$ cat src/rtl/bft_pkg.sv
// BFT packet layout shared by leaf-side blocks: field widths/offsets, the
// header builder and the transmit-stage FSM states.
package bft_pkg;
    localparam int PKT_W     = 49;
    localparam int PAYLOAD_W = 32;
    localparam int LEAF_W    = 5;
    localparam int PORT_W    = 4;
    localparam int ADDR_W    = 7;

    localparam int VALID_BIT   = 48;
    localparam int LEAF_LSB    = 43;
    localparam int PORT_LSB    = 39;
    localparam int ADDR_LSB    = 32;
    localparam int PAYLOAD_LSB = 0;

    typedef enum logic [0:0] {
        ST_UNCFG  = 1'b0,
        ST_ACTIVE = 1'b1
    } state_e;

    function automatic logic [PKT_W-1:0] build_packet(
        input logic [LEAF_W-1:0]    leaf,
        input logic [PORT_W-1:0]    port,
        input logic [ADDR_W-1:0]    addr,
        input logic [PAYLOAD_W-1:0] payload
    );
        logic [PKT_W-1:0] p;
        p = '0;
        p[VALID_BIT]                       = 1'b1;
        p[LEAF_LSB +: LEAF_W]              = leaf;
        p[PORT_LSB +: PORT_W]              = port;
        p[ADDR_LSB +: ADDR_W]              = addr;
        p[PAYLOAD_LSB +: PAYLOAD_W]        = payload;
        return p;
    endfunction
endpackage

$ cat src/rtl/leaf_out_packetizer_if.sv
// User-stream and arbiter-side handshake bundle of the leaf output packetizer.
interface leaf_out_packetizer_if #(
    parameter int PACKET_BITS  = bft_pkg::PKT_W,
    parameter int PAYLOAD_BITS = bft_pkg::PAYLOAD_W
);
    logic [PAYLOAD_BITS-1:0] din_leaf_user2interface;
    logic                    vld_user2interface;
    logic                    ack_interface2user;
    logic [PACKET_BITS-1:0]  dout_packet;
    logic                    vld_packet;
    logic                    ack_packet;

    modport master (
        output din_leaf_user2interface, vld_user2interface, ack_packet,
        input  ack_interface2user, dout_packet, vld_packet
    );
    modport slave (
        input  din_leaf_user2interface, vld_user2interface, ack_packet,
        output ack_interface2user, dout_packet, vld_packet
    );
endinterface

$ cat src/rtl/pkt_skid_fifo2.sv
// Two-entry fully registered FIFO; outputs come only from flops so neither
// side sees a combinational path from the other.
module pkt_skid_fifo2
    import bft_pkg::*;
#(
    parameter int WIDTH = PKT_W
) (
    input  logic             clk,
    input  logic             rst_n,
    input  logic             push,
    input  logic [WIDTH-1:0] din,
    output logic             full,
    input  logic             pop,
    output logic [WIDTH-1:0] dout,
    output logic             vld
);
    logic [1:0][WIDTH-1:0] mem_q, mem_d;
    logic                  wr_q, wr_d, rd_q, rd_d;
    logic [1:0]            cnt_q, cnt_d;
    logic                  do_push, do_pop;

    assign do_pop  = pop && (cnt_q != 2'd0);
    // A full FIFO can still take a word in the same cycle its head leaves.
    assign do_push = push && ((cnt_q != 2'd2) || do_pop);

    always_comb begin
        mem_d = mem_q;
        wr_d  = wr_q;
        rd_d  = rd_q;
        cnt_d = cnt_q;
        if (do_push) begin
            mem_d[wr_q] = din;
            wr_d        = ~wr_q;
        end
        if (do_pop)
            rd_d = ~rd_q;
        case ({do_push, do_pop})
            2'b10:   cnt_d = cnt_q + 2'd1;
            2'b01:   cnt_d = cnt_q - 2'd1;
            default: cnt_d = cnt_q;
        endcase
    end

    always_ff @(posedge clk or negedge rst_n) begin
        if (!rst_n) begin
            mem_q <= '0;
            wr_q  <= 1'b0;
            rd_q  <= 1'b0;
            cnt_q <= 2'd0;
        end else begin
            mem_q <= mem_d;
            wr_q  <= wr_d;
            rd_q  <= rd_d;
            cnt_q <= cnt_d;
        end
    end

    assign full = (cnt_q == 2'd2);
    assign vld  = (cnt_q != 2'd0);
    assign dout = mem_q[rd_q];
endmodule

$ cat src/rtl/leaf_out_packetizer.sv
// Per-port transmit stage: wraps user words into BFT packets, gates on
// destination credits and buffers two packets toward the output arbiter.
module leaf_out_packetizer
    import bft_pkg::*;
#(
    parameter int PACKET_BITS           = PKT_W,
    parameter int PAYLOAD_BITS          = PAYLOAD_W,
    parameter int NUM_LEAF_BITS         = LEAF_W,
    parameter int NUM_PORT_BITS         = PORT_W,
    parameter int NUM_ADDR_BITS         = ADDR_W,
    parameter int NUM_BRAM_ADDR_BITS    = 7,
    parameter int FREESPACE_UPDATE_SIZE = 64
) (
    input  logic                          clk,
    input  logic                          ap_rst_n,
    input  logic                          cfg_vld,
    input  logic [NUM_LEAF_BITS-1:0]      cfg_dest_leaf,
    input  logic [NUM_PORT_BITS-1:0]      cfg_dest_port,
    input  logic                          freespace_upd,
    output logic [NUM_BRAM_ADDR_BITS:0]   credit_cnt,
    output logic                          credit_err,
    leaf_out_packetizer_if.slave          bus
);
    localparam int CW = NUM_BRAM_ADDR_BITS + 1;
    localparam logic [CW:0] CREDIT_MAX = (CW+1)'(2**NUM_BRAM_ADDR_BITS);
    localparam logic [CW:0] CREDIT_INC = (CW+1)'(FREESPACE_UPDATE_SIZE);

    state_e                   state_q, state_d;
    logic [NUM_LEAF_BITS-1:0] leaf_q, leaf_d;
    logic [NUM_PORT_BITS-1:0] port_q, port_d;
    logic [NUM_ADDR_BITS-1:0] addr_q, addr_d;
    logic [CW-1:0]            credit_q, credit_d;
    logic                     err_q, err_d;
    logic [CW:0]              credit_sum;
    logic                     ready, xfer, fifo_full;
    logic [PACKET_BITS-1:0]   pkt;

    // Ready depends on flops only, never on the user valid or arbiter ack.
    assign ready = (state_q == ST_ACTIVE) && (credit_q != '0) && !fifo_full;
    assign xfer  = ready && bus.vld_user2interface;
    assign pkt   = build_packet(leaf_q, port_q, addr_q, bus.din_leaf_user2interface);

    always_comb begin
        state_d = state_q;
        leaf_d  = leaf_q;
        port_d  = port_q;
        addr_d  = addr_q;
        if (xfer)
            addr_d = addr_q + NUM_ADDR_BITS'(1);
        // A coincident transfer has already used the old header above.
        if (cfg_vld) begin
            state_d = ST_ACTIVE;
            leaf_d  = cfg_dest_leaf;
            port_d  = cfg_dest_port;
            addr_d  = '0;
        end

        err_d      = err_q;
        credit_sum = {1'b0, credit_q} + (freespace_upd ? CREDIT_INC : '0) - (CW+1)'(xfer);
        credit_d   = credit_sum[CW-1:0];
        if (credit_sum > CREDIT_MAX) begin
            credit_d = CREDIT_MAX[CW-1:0];
            err_d    = 1'b1;
        end
    end

    always_ff @(posedge clk or negedge ap_rst_n) begin
        if (!ap_rst_n) begin
            state_q  <= ST_UNCFG;
            leaf_q   <= '0;
            port_q   <= '0;
            addr_q   <= '0;
            credit_q <= CREDIT_MAX[CW-1:0];
            err_q    <= 1'b0;
        end else begin
            state_q  <= state_d;
            leaf_q   <= leaf_d;
            port_q   <= port_d;
            addr_q   <= addr_d;
            credit_q <= credit_d;
            err_q    <= err_d;
        end
    end

    pkt_skid_fifo2 #(.WIDTH(PACKET_BITS)) u_fifo (
        .clk   (clk),
        .rst_n (ap_rst_n),
        .push  (xfer),
        .din   (pkt),
        .full  (fifo_full),
        .pop   (bus.ack_packet),
        .dout  (bus.dout_packet),
        .vld   (bus.vld_packet)
    );

    assign bus.ack_interface2user = ready;
    assign credit_cnt             = credit_q;
    assign credit_err             = err_q;
endmodule

$ cat src/flat_wrapper.sv
// flat-port wrapper written by rule: the top's interface ports become plain ports
module leaf_out_packetizer_flat import bft_pkg::*;
#(
    parameter int PACKET_BITS           = PKT_W,
    parameter int PAYLOAD_BITS          = PAYLOAD_W,
    parameter int NUM_LEAF_BITS         = LEAF_W,
    parameter int NUM_PORT_BITS         = PORT_W,
    parameter int NUM_ADDR_BITS         = ADDR_W,
    parameter int NUM_BRAM_ADDR_BITS    = 7,
    parameter int FREESPACE_UPDATE_SIZE = 64
)
  (clk, ap_rst_n, cfg_vld, cfg_dest_leaf, cfg_dest_port, freespace_upd, credit_cnt, credit_err, bus_din_leaf_user2interface, bus_vld_user2interface, bus_ack_packet, bus_ack_interface2user, bus_dout_packet, bus_vld_packet);
  leaf_out_packetizer_if #(.PACKET_BITS(PACKET_BITS), .PAYLOAD_BITS(PAYLOAD_BITS)) bus_i ();
  input  logic clk;
  input  logic ap_rst_n;
  input  logic cfg_vld;
  input  logic [NUM_LEAF_BITS-1:0] cfg_dest_leaf;
  input  logic [NUM_PORT_BITS-1:0] cfg_dest_port;
  input  logic freespace_upd;
  output logic [NUM_BRAM_ADDR_BITS:0] credit_cnt;
  output logic credit_err;
  input wire logic [$bits(bus_i.din_leaf_user2interface)-1:0] bus_din_leaf_user2interface;
  input wire logic [$bits(bus_i.vld_user2interface)-1:0] bus_vld_user2interface;
  input wire logic [$bits(bus_i.ack_packet)-1:0] bus_ack_packet;
  output wire logic [$bits(bus_i.ack_interface2user)-1:0] bus_ack_interface2user;
  output wire logic [$bits(bus_i.dout_packet)-1:0] bus_dout_packet;
  output wire logic [$bits(bus_i.vld_packet)-1:0] bus_vld_packet;
  assign bus_i.din_leaf_user2interface = bus_din_leaf_user2interface;
  assign bus_i.vld_user2interface = bus_vld_user2interface;
  assign bus_i.ack_packet = bus_ack_packet;
  assign bus_ack_interface2user = bus_i.ack_interface2user;
  assign bus_dout_packet = bus_i.dout_packet;
  assign bus_vld_packet = bus_i.vld_packet;
  leaf_out_packetizer #(.PACKET_BITS(PACKET_BITS), .PAYLOAD_BITS(PAYLOAD_BITS), .NUM_LEAF_BITS(NUM_LEAF_BITS), .NUM_PORT_BITS(NUM_PORT_BITS), .NUM_ADDR_BITS(NUM_ADDR_BITS), .NUM_BRAM_ADDR_BITS(NUM_BRAM_ADDR_BITS), .FREESPACE_UPDATE_SIZE(FREESPACE_UPDATE_SIZE)) u_core (.clk(clk), .ap_rst_n(ap_rst_n), .cfg_vld(cfg_vld), .cfg_dest_leaf(cfg_dest_leaf), .cfg_dest_port(cfg_dest_port), .freespace_upd(freespace_upd), .credit_cnt(credit_cnt), .credit_err(credit_err), .bus(bus_i));
endmodule
$ cat config.mk
export PLATFORM = sky130hd
export DESIGN_NAME = leaf_out_packetizer_flat
export DESIGN_NICKNAME = d
export VERILOG_FILES = /design/src/rtl/bft_pkg.sv /design/src/rtl/leaf_out_packetizer_if.sv /design/src/rtl/pkt_skid_fifo2.sv /design/src/rtl/leaf_out_packetizer.sv /design/src/flat_wrapper.sv
export SDC_FILE = /design/constraint.sdc
export NUM_CORES = 1
export LEC_CHECK = 0
export ABC_CLOCK_PERIOD_IN_PS = 7600
export CAP_MARGIN = 20
export CELL_PAD_IN_SITES_DETAIL_PLACEMENT = 1
export CELL_PAD_IN_SITES_GLOBAL_PLACEMENT = 1
export CORE_MARGIN = 2
export CORE_UTILIZATION = 48
export CTS_BUF_LIST = sky130_fd_sc_hd__clkbuf_4
export CTS_CLUSTER_DIAMETER = 60
export CTS_CLUSTER_SIZE = 10
export DETAILED_ROUTE_END_ITERATION = 10
export MAX_ROUTING_LAYER = met4
export PLACE_DENSITY = 0.95
export SLEW_MARGIN = 0
export SYNTH_ARGS = -nofsm -noshare
export SYNTH_HDL_FRONTEND = slang
export SYNTH_SLANG_ARGS = --single-unit
$ cat constraint.sdc
create_clock -name clk -period 7.6 [get_ports clk]
set_clock_uncertainty 0.15 [all_clocks]
set_input_delay 1.52 -clock clk [delete_from_list [all_inputs] [get_ports clk]]
set_output_delay 1.52 -clock clk [all_outputs]
set_load 0.01 [all_outputs]
* After elaboration in Yosys (flattened, before gate mapping)
Index checks and enable logic that the tools add are counted.
** Operators by class
- $add $sub $neg :: 5
- Equality and inequality tests :: 4
- Order comparisons :: 4
- Mux-type cells :: 10
- Reduce and logical (&&, ||, !) cells :: 12
- Bitwise operators :: 2
** Operators by type and width (number)
- two-way mux 49 bit :: 3
- bitwise mux 98 bit :: 1
- demux 49 bit (select 1 bit) :: 1
- two-way mux 7 bit :: 3
- adder 8 x 9 -> 9 bit :: 1
- > comparator 9 x 8 -> 1 bit (second input constant) :: 1
- subtractor 9 x 1 -> 9 bit :: 1
- two-way mux 8 bit :: 1
- nonzero test 8 bit :: 1
- adder 7 x 1 -> 7 bit (second input constant) :: 1
- logical AND 1 bit :: 6
- nonzero test 2 bit :: 3
- equality test 2 bit (second input constant) :: 2
- < comparator 1 x 2 -> 1 bit (second input constant) :: 2
- case mux 2 bit (2 select lines) :: 1
- adder 2 x 1 -> 2 bit (second input constant) :: 1
- equality test 2 x 1 -> 1 bit (second input constant) :: 1
- != test 2 bit (second input constant) :: 1
- inverter 1 bit :: 2
- subtractor 2 x 1 -> 2 bit (second input constant) :: 1
- >= comparator 1 bit (second input constant) :: 1
- logical NOT 1 bit :: 1
- logical OR 1 bit :: 1
** Storage, ports and cells
- Flip-flop bits (word level) :: 128
- Input bits :: 47
- Logic and storage cells :: 48

* Depth between registers and ports, before layout
Gate-level depths: netlist (run 1).
- Depth after elaboration :: 7
- Depth in mapped cells :: 16

* Cells and area by module
A second synthesis (run 1) with hierarchy kept.
** Unflattened totals
- Cell total of the unflattened synthesis :: 409
- Area, all modules :: 5883.1 um^2
** By module, submodules not included
- pkt_skid_fifo2 :: seq. area each 2552.4 um^2, cells an instance 280, area each 4453.0 um^2, instances 1
- leaf_out_packetizer :: seq. area each 651.9 um^2, cells an instance 129, area each 1430.1 um^2, instances 1

* Least setup slack after synthesis (run 1)
No wires, ideal clock.
- Path kind :: input to register
- Start point :: in bus_vld_user2interface
- End point :: reg u_core.err_q (netlist: u_core.credit_err)
- Slack :: 3414 ps
- Arrival time :: 3904 ps
- Required time :: 7319 ps
- Stages on the path :: 12
- Cell sequence :: nand2_2 > inv_4 > ha_1 > inv_1 > ha_1 > inv_1 > fa_1 > or3b_1 > and2_1 > xor2_1 > o41a_1 > or3_1
** Between the ends
- Word-level cells in the longest chain between the ends :: 3
** RTL lines
- from (decl) :: line flat_wrapper.sv:23 : input wire logic [$bits(bus_i.vld_user2interface)-1:0] bus_vld_user2interface;
- logical AND 1 bit :: line leaf_out_packetizer.sv:40 : assign xfer = ready && bus.vld_user2interface;
- subtractor 9 x 1 -> 9 bit :: line leaf_out_packetizer.sv:59 : credit_sum = {1'b0, credit_q} + (freespace_upd ? CREDIT_INC : '0) - (CW+1)'(xfer);
- > comparator 9 x 8 -> 1 bit :: line leaf_out_packetizer.sv:61 : if (credit_sum > CREDIT_MAX) begin
- to (signal assigned) :: line leaf_out_packetizer.sv:81 : err_q <= err_d;
- to (decl) :: line leaf_out_packetizer.sv:33 : logic err_q, err_d;
No other way between the ends.
A chain may end at the register's enable or synchronous reset.

* Worst setup path in the final report (run 1)
- Start point :: in bus_vld_user2interface
- End point :: reg u_core.credit_q[3] (netlist: u_core.credit_cnt[3])
** Between the ends
- Word-level cells in the longest chain between the ends :: 4
** RTL lines
- logical AND 1 bit * :: line leaf_out_packetizer.sv:40
- subtractor 9 x 1 -> 9 bit * :: line leaf_out_packetizer.sv:59
- > comparator 9 x 8 -> 1 bit :: line leaf_out_packetizer.sv:61
- two-way mux 8 bit * :: line leaf_out_packetizer.sv:61
- via u_core.credit_d[3] :: line leaf_out_packetizer.sv:32 : logic [CW-1:0] credit_q, credit_d;
- to (signal assigned) :: line leaf_out_packetizer.sv:73 : credit_q <= CREDIT_MAX[CW-1:0];
- to (signal assigned) :: line leaf_out_packetizer.sv:80 : credit_q <= credit_d;
- to (decl) :: line leaf_out_packetizer.sv:32
Mark *: on every way through the listed nets, which the timed path passes. The rest lies on a longest branch.

==> key figures, run 1 <==
Outcome
  • Status: completed

Clock network
  • CTS tree: yes
  • Max H-tree Level: 4
  • Setup bufs post-CTS: 0
  • Clock transition at path regs: 0.11 ns
  • Max Buffers Root-to-Sink: 2
  • CTS sink cnt: about 130
  • CTS root buf: clkbuf_4
  • Num CTS Buffers: 17
  • CTS resizes: 0
  • CTS Hold Bufs: 0
  • Later-pin clock latency in the skew report: about 0.52 ns

Yosys
  • Post-synthesis mux area share: 0.2979
  • Synth Area in Compound Gates: 0.01741
  • Syn_nets: about 470
  • Simple-Gate Fraction of Synth Area: 0.04923
  • Flops & latches, synth: 128
  • Asr flop ratio synth: 1.000
  • Post-Synth XOR/XNOR Area: 0.02408
  • Mapped Cells: just over 400
  • Post-synth EDFFs: 0
  • Largest family of logic cells by synthesized area: multiplexers
  • Top_reg_cell synth: dfrtp_1
  • Yosys cell types: 42
  • Adder-Cell Fraction of Synth Area: 0.03138
  • Syn. warnings: 0
  • Seq/Total Area, Yosys: 0.5505
  • Mean Syn Cell Area: ~14 um^2
  • Post-Syn Area: 5821 um^2

STA
  • RSZ-0062 raised after global routing: no
  • Worst-Margin Slew: between 0.7 and 0.8 ns
  • Min Tclk post-route: around 4.4 ns
  • Slew Limit Fails: 0
  • Maximum clock frequency: between 0.2 and 0.25 GHz
  • Period utilization: 0.5758
  • Hold Slack: between 0.3 and 0.4 ns
  • Final Hold Fails: 0
  • Setup TNS Final: 0 ns
  • Max-slew headroom: 0.4677
  • Finish-stage setup viols: 0

Drt
  • Max Used Layer: met4
  • Routed met2 length: 7213 um
  • DR iter-0 viols: 154
  • Routed metal-1 wirelength: 5461 um
  • DRT Wirelength: around 13000 um
  • Post-route ant nets: 0
  • Wire per inst: about 19 um
  • First-pass DRT Iterations: 4
  • DRC violations left: 0
  • Via Count: between 3000 and 4000
  • Vias per Instance: around 5.3
  • Met3 WL: around 400 um

Worst setup path
  • Worst-path maximum fanout: 10
  • Delay-heaviest family, CP: buffers and inverters
  • CP required: just under 8 ns
  • Kind of critical path: in -> reg
  • Slowest cell delay on critical path: 0.41 ns
  • CP startpoint kind: primary input
  • Buf+Inv Stages, Crit Path: 5
  • Critical path capture point type: register
  • Critical path, cell by cell: clkdlybuf4s50_1, nand2_2, inv_4, ha_1, inv_1, ha_1, inv_1, fa_1, or3b_1, a2111o_1, o311ai_0, clkbuf_2, o41a_1, nor3_1
  • Data arrival, critical path: 4.59 ns
  • Crit path max-delay cell type: clkdlybuf4s50_1

Place
  • GPL Wtd Cong: just over 0.8
  • Port bufs: 106
  • DP HPWL: 8558 um

Cells and area
  • Share of cells above drive strength 1: 0.3785
  • Inserted Diodes: 0
  • Synth-to-Final Area Change: 26.76%
  • NumNets Final: 579
  • Util after Layout: 0.6194
  • Layout fillers: roughly 1200

Power and ir drop
  • Leakage power: between 3 and 4 nW
  • Pwr dens: 443.1 nW/um^2
  • Peak supply drop: 171.7 uV

Global routing
  • Initial antenna violation count: 0
  • Largest net degree at the start of global routing: a little under 90
  • Tot GR Track Use: 0.2184
  • Vias in the first global route: roughly 4200
  • Global route overflow: 0
  • First-pass GRT wire length: approximately 21000 um

Min path
  • Hold crit path type: reg -> reg

Floorplanning
  • Die Span X: roughly 110 um
  • Die area: about 13000 um^2
  • IO Pins: around 110
  • Chip Height: approximately 110 um
  • Initial Util: 0.4887
  • Core box area: around 12000 um^2
  • Num rows: 40

Flow run
  • Max cap viols: 0
-- logic make-up (layout without fill, tap and decap cells) --
group / count (synthesis) / in the layout
adders and majority gates: 14 / 14
xor gates and xnor gates: 16 / 16
buffers and inverters: 33 / 158
DFF: 128 / 128
AOI/OAI and AO/OA: 12 / 12
and+or+nand+nor: 49 / 49
muxes: 154 / 154
-- synth_stat cells, drive strengths merged (2+ instances only) --
master | instances | area share
nor3b | 4 | 0.0052
ha | 13 | 0.028
inv | 15 | 0.010
or2 | 4 | 0.0043
nand2b | 4 | 0.0047
and2b | 2 | 0.0026
xor2 | 9 | 0.014
xnor2 | 7 | 0.011
clkbuf | 7 | 0.0045
buf | 11 | 0.015
nand2 | 7 | 0.0062
mux2 | 154 | 0.30
nand4 | 4 | 0.0043
nor3 | 3 | 0.0026
and3 | 2 | 0.0021
nor2 | 11 | 0.0075
nor2b | 2 | 0.0021
and2 | 2 | 0.0021
dfrtp | 127 | 0.55
a21oi | 4 | 0.0034
-- stage by stage --
stage | std cells | setup WS, ns | total power, W | cell area (um^2)
6_report | 678 | 3.224 | 0.003269 | 7378
5_1_grt | 678 | 3.070 | 0.003463 | 7378
4_1_cts | 676 | 3.206 | 0.003302 | 7346
3_5_place_dp | 644 | 2.740 | 0.002686 | 6979
3_3_place_gp | 644 | 2.798 | 0.002597 | 6979
2_1_floorplan | 406 | 3.414 | 0.002063 | 5821
-- placed cells by master, fill, tap and decap left out, drive strengths merged, types with 6 or more instances in the layout --
cell,synthesis,routed
mux2,154,154
dfrtp,127,127
clkdlybuf4s50,0,105
clkbuf,7,18
inv,15,16
ha,13,13
nor2,11,11
xor2,9,9
xnor2,7,7
nand2,7,7
bufinv,0,6
-- worst paths after layout --
path	from	endpoint	slack, ns	cells after the start
setup reg to reg	u_core.credit_cnt[1]$_DFF_PN0_	u_core.credit_cnt[3]$_DFF_PN0_	3.45	15
max in group asynchronous	ap_rst_n	u_core.credit_cnt[7]$_DFF_PN1_	5.37	3
setup / recovery	bus_vld_user2interface	u_core.credit_cnt[3]$_DFF_PN0_	3.22	14
hold / removal	u_core.u_fifo.mem_q[48]$_DFFE_PN0P_	u_core.u_fifo.mem_q[48]$_DFFE_PN0P_	0.35	1
hold reg to reg	u_core.u_fifo.mem_q[48]$_DFFE_PN0P_	u_core.u_fifo.mem_q[48]$_DFFE_PN0P_	0.35	1
min in group asynchronous	ap_rst_n	u_core.u_fifo.mem_q[10]$_DFFE_PN0P_	0.82	1
-- report_power, final --
part / internal [W] / leakage, nW / switching (W)
registers: 0.000953 / 1.55 / 0.000182
logic: 0.000916 / 1.43 / 0.000637
clock network: 0.000325 / 0.177 / 0.000256
-- area by class of cell --
class | count | area [um^2] | area share
inverters | 15 | 58.81 | 0.007970
repair buffers | 111 | 1114 | 0.1509
clock buffers | 17 | 127.6 | 0.01730
clock inverters | 15 | 239.0 | 0.03239
well taps | 147 | 183.9 | 0.02493
flip-flops and latches | 128 | 3206 | 0.4345
multi-input cells | 245 | 2450 | 0.3320
-- worst register-to-register path, delay by kind of cell (launching register included) --
kind | cells | cell delay, ns
AOI/OAI and AO/OA | 4 | 1.05
adders and majority gates | 3 | 0.74
buffers and inverters | 4 | 0.48
and+or+nand+nor | 4 | 1.13
DFF | 1 | 0.45
-- registers in the layout, indices dropped and copies added (netlist names) --
name,cells
u_core.state_q,1
u_core.addr_q,7
u_core.u_fifo.rd_q,1
u_core.leaf_q,5
u_core.credit_err,1
u_core.port_q,4
u_core.u_fifo.wr_q,1
u_core.u_fifo.mem_q,98
u_core.credit_cnt,8
u_core.u_fifo.cnt_q,2
-- per-layer routing --
metal  vias to the layer above  track usage
li1                       1650            -
met1                      1843       0.2428
met2                        66       0.3933
met3                        11      0.04659
met4                         0      0.06748
met5                         -            -
No activity file was read; power rests on OpenSTA's default activity.
==> inputs of run 2 (changes only) <==
ABC_CLOCK_PERIOD_IN_PS = 3900   (was 7600)
CORE_UTILIZATION = 40   (was 48)
PLACE_DENSITY = 0.85   (was 0.95)
clock period = 3.9 ns   (was 7.6 ns; I/O delays follow)
==> run 2 against run 1 <==
  * The flow now finishes with violations (negative setup slack)
  * Die area grew 19%
  * Worst setup slack lost 3.3 ns
  * Via count grew 2.8%
  * Cell area grew 2.4%
  * First-iteration DRC count shrank 28%
  * Clock power grew 82%
==> key figures, run 2 (synthesis results as in run 1) <==
Outcome
  • Status: finished, violations left
  • Failing checks: negative setup slack

Clock network
  • Max H-tree Level: 4 (unchanged)
  • CTS sink cnt: 128 (unchanged)
  • CTS root buf: clkbuf_4
  • Later-pin clock latency in the skew report: 0.54 ns (+0.02 ns)
  • CTS tree: yes
  • Num CTS Buffers: 17 (unchanged)
  • Clock transition at path regs: 0.12 ns (about the same)
  • CTS Hold Bufs: 0 (unchanged)
  • Max Buffers Root-to-Sink: 2 (unchanged)

Global routing
  • Tot GR Track Use: 0.1909 (-0.02750)
  • Global route overflow: 0 (unchanged)
  • Vias in the first global route: 4342 (+4.1%)
  • First-pass GRT wire length: 22580 um (+6.2%)
  • Initial antenna violation count: 1 (+1)
  • Largest net degree at the start of global routing: 66 (-26%)

Place
  • DP HPWL: 8992 um (+5.1%)
  • Port bufs: 106 (unchanged)
  • GPL Wtd Cong: 0.7712 (-7.3%)
  • Placed insts: 686 (+6.5%)
  • DP Area: 7101 um^2 (+1.7%)
  • Dpl ws: -0.07762 ns (-2.817 ns)

Min path
  • Hold crit path type: in -> async

Drt
  • Post-route ant nets: 0 (unchanged)
  • Via Count: 3670 (+2.8%)
  • Vias per Instance: 5.076 (-3.6%)
  • DRT Wirelength: 14000 um (+5.9%)
  • Wire per inst: 19.37 um (-0.65%)
  • DRC violations left: 0 (unchanged)
  • DR iter-0 viols: 111 (-28%)
  • First-pass DRT Iterations: 4 (unchanged)

Floorplanning
  • Core box area: 14370 um^2 (+21%)
  • Die Span X: 124.6 um (+9.2%)
  • Die area: 15530 um^2 (+19%)
  • Initial Util: 0.4051 (-0.08357)
  • IO Pins: 107 (unchanged)
  • Chip Height: 124.6 um (+9.2%)
  • Num rows: 44 (+10%)

Power and ir drop
  • Leakage power: 3.209 nW (+1.7%)
  • Pwr dens: 873.9 nW/um^2 (+97%)
  • Peak supply drop: 435.3 uV (+150%)

Flow run
  • Max cap viols: 0 (unchanged)

Worst setup path
  • Data arrival, critical path: 4.21 ns (-0.38 ns)
  • Critical path capture point type: register
  • Flop-to-flop setup slack: -0.06 ns (-3.51 ns)
  • CP required: 4.15 ns (-3.66 ns)
  • Kind of critical path: reg -> reg
  • Worst-path maximum fanout: 4 (-6)
  • CP startpoint kind: register

STA
  • Hold Slack: 0.1710 ns (-0.1776 ns)
  • Worst-Margin Slew: 0.8958 ns (+0.09984 ns)
  • Final Hold Fails: 0 (unchanged)
  • Finish-stage setup viols: 6 (+6)
  • Min Tclk post-route: approximately 4 ns
  • Maximum clock frequency: approximately 0.25 GHz
  • RSZ-0062 raised after global routing: yes
  • Slew Limit Fails: 0 (unchanged)
  • Max-slew headroom: 0.3985 (-0.06919)
  • Final worst slack: -0.06267 ns (-3.287 ns)
  • Period utilization: 1.016

Cells and area
  • Share of cells above drive strength 1: 0.4108 (+0.03225)
  • Finished Layout Cells: 723 (+6.6%)
  • Largest register FFs: 98 (unchanged)
  • Layout fillers: 1425 (+21%)
  • Most frequent cells in the layout: 154 x mux2_2, 126 x dfrtp_1, 105 x clkdlybuf4s50_1
  • Largest reg by FF count: u_core.u_fifo.mem_q
  • Final Cell Area: 7556 um^2 (+2.4%)
  • NumNets Final: 587 (+1.4%)
  • Synth-to-Final Area Change: 29.82%
  • Most common cell after layout, fill and taps aside: mux2_2
[run 2: repair_timing]
item | CTS | global route
setup buffers | 0 | 5
gates resized for setup | 2 | 16
pin swaps | 1 | 9
gates cloned | 0 | 0
endpoints found under the setup margin | 5 | 7
endpoints found under the hold margin | 0 | 0
[run 2: path summary, 6_finish.rpt]
kind / from / to / depth (start not counted)
worst max-delay path: u_core.credit_cnt[0]$_DFF_PN0_ / u_core.credit_cnt[1]$_DFF_PN0_ / 16
worst min-delay path: ap_rst_n / u_core.u_fifo.mem_q[55]$_DFFE_PN0P_ / 1
worst max register to register: u_core.credit_cnt[0]$_DFF_PN0_ / u_core.credit_cnt[1]$_DFF_PN0_ / 16
worst min register to register: u_core.u_fifo.mem_q[97]$_DFFE_PN0P_ / u_core.u_fifo.mem_q[97]$_DFFE_PN0P_ / 1
max in group asynchronous: ap_rst_n / u_core.credit_cnt[7]$_DFF_PN1_ / 2
min in group clk: u_core.u_fifo.mem_q[97]$_DFFE_PN0P_ / u_core.u_fifo.mem_q[97]$_DFFE_PN0P_ / 1
[run 2: worst max-delay path: stages (launching register included)]
cell and delay, ns:
dfrtp_1 0.42, or4_1 0.53, o211a_1 0.26, nand2_2 0.10, inv_4 0.05, ha_4 0.15, inv_2 0.07, ha_4 0.14
inv_2 0.05, fa_2 0.39, or3b_4 0.42, buf_6 0.13, a2111o_1 0.45, o311ai_4 0.11, o41a_1 0.20, buf_4 0.15
nor3b_2 0.05
[run 2: power breakdown]
part / total (W) / switching [W] / internal (W)
sequential: 0.00219 / 0.000331 / 0.00186
combinational: 0.00335 / 0.00139 / 0.00197
clock: 0.00106 / 0.000481 / 0.000578
[run 2: per-stage QoR]
| stage | total power, W | TNS, ns | util |
|---|---|---|---|
| finish | 0.006603 | -0.3068 | 0.5259 |
| global route | 0.007019 | -1.271 | 0.5259 |
| CTS | 0.006473 | 0 | 0.5179 |
| detailed placement | 0.005351 | -0.2990 | 0.4942 |
| global placement | 0.005179 | 0 | 0.4942 |
| floorplan | 0.004021 | 0 | - |
[run 2: cell type report]
cell class | instances | area (um^2) | share of cell area
flip-flops and latches | 128 | 3206 | 0.4242
multi-input cells | 245 | 2527 | 0.3345
repair buffers | 119 | 1197 | 0.1585
well taps | 184 | 230.2 | 0.03047
clock inverters | 12 | 191.4 | 0.02534
clock buffers | 19 | 142.6 | 0.01888
inverters | 15 | 58.81 | 0.007783
diodes | 1 | 2.502 | 0.0003312
[run 2: routing by layer]
| metal | track usage | up-vias | routed length, um | part of all wire |
|---|---|---|---|---|
| li1 | - | 1666 | - | - |
| met1 | 0.2064 | 1902 | 5581 | 0.40 |
| met2 | 0.3378 | 79 | 7681 | 0.55 |
| met3 | 0.05026 | 23 | 454 | 0.032 |
| met4 | 0.06874 | 0 | 284 | 0.020 |
| met5 | - | - | 0 | 0 |
==> inputs of run 3 (changes only) <==
SLEW_MARGIN = 20   (was 0)
==> results of run 3 <==
The final DEF is identical to that of run 2; final timing and power are the same.
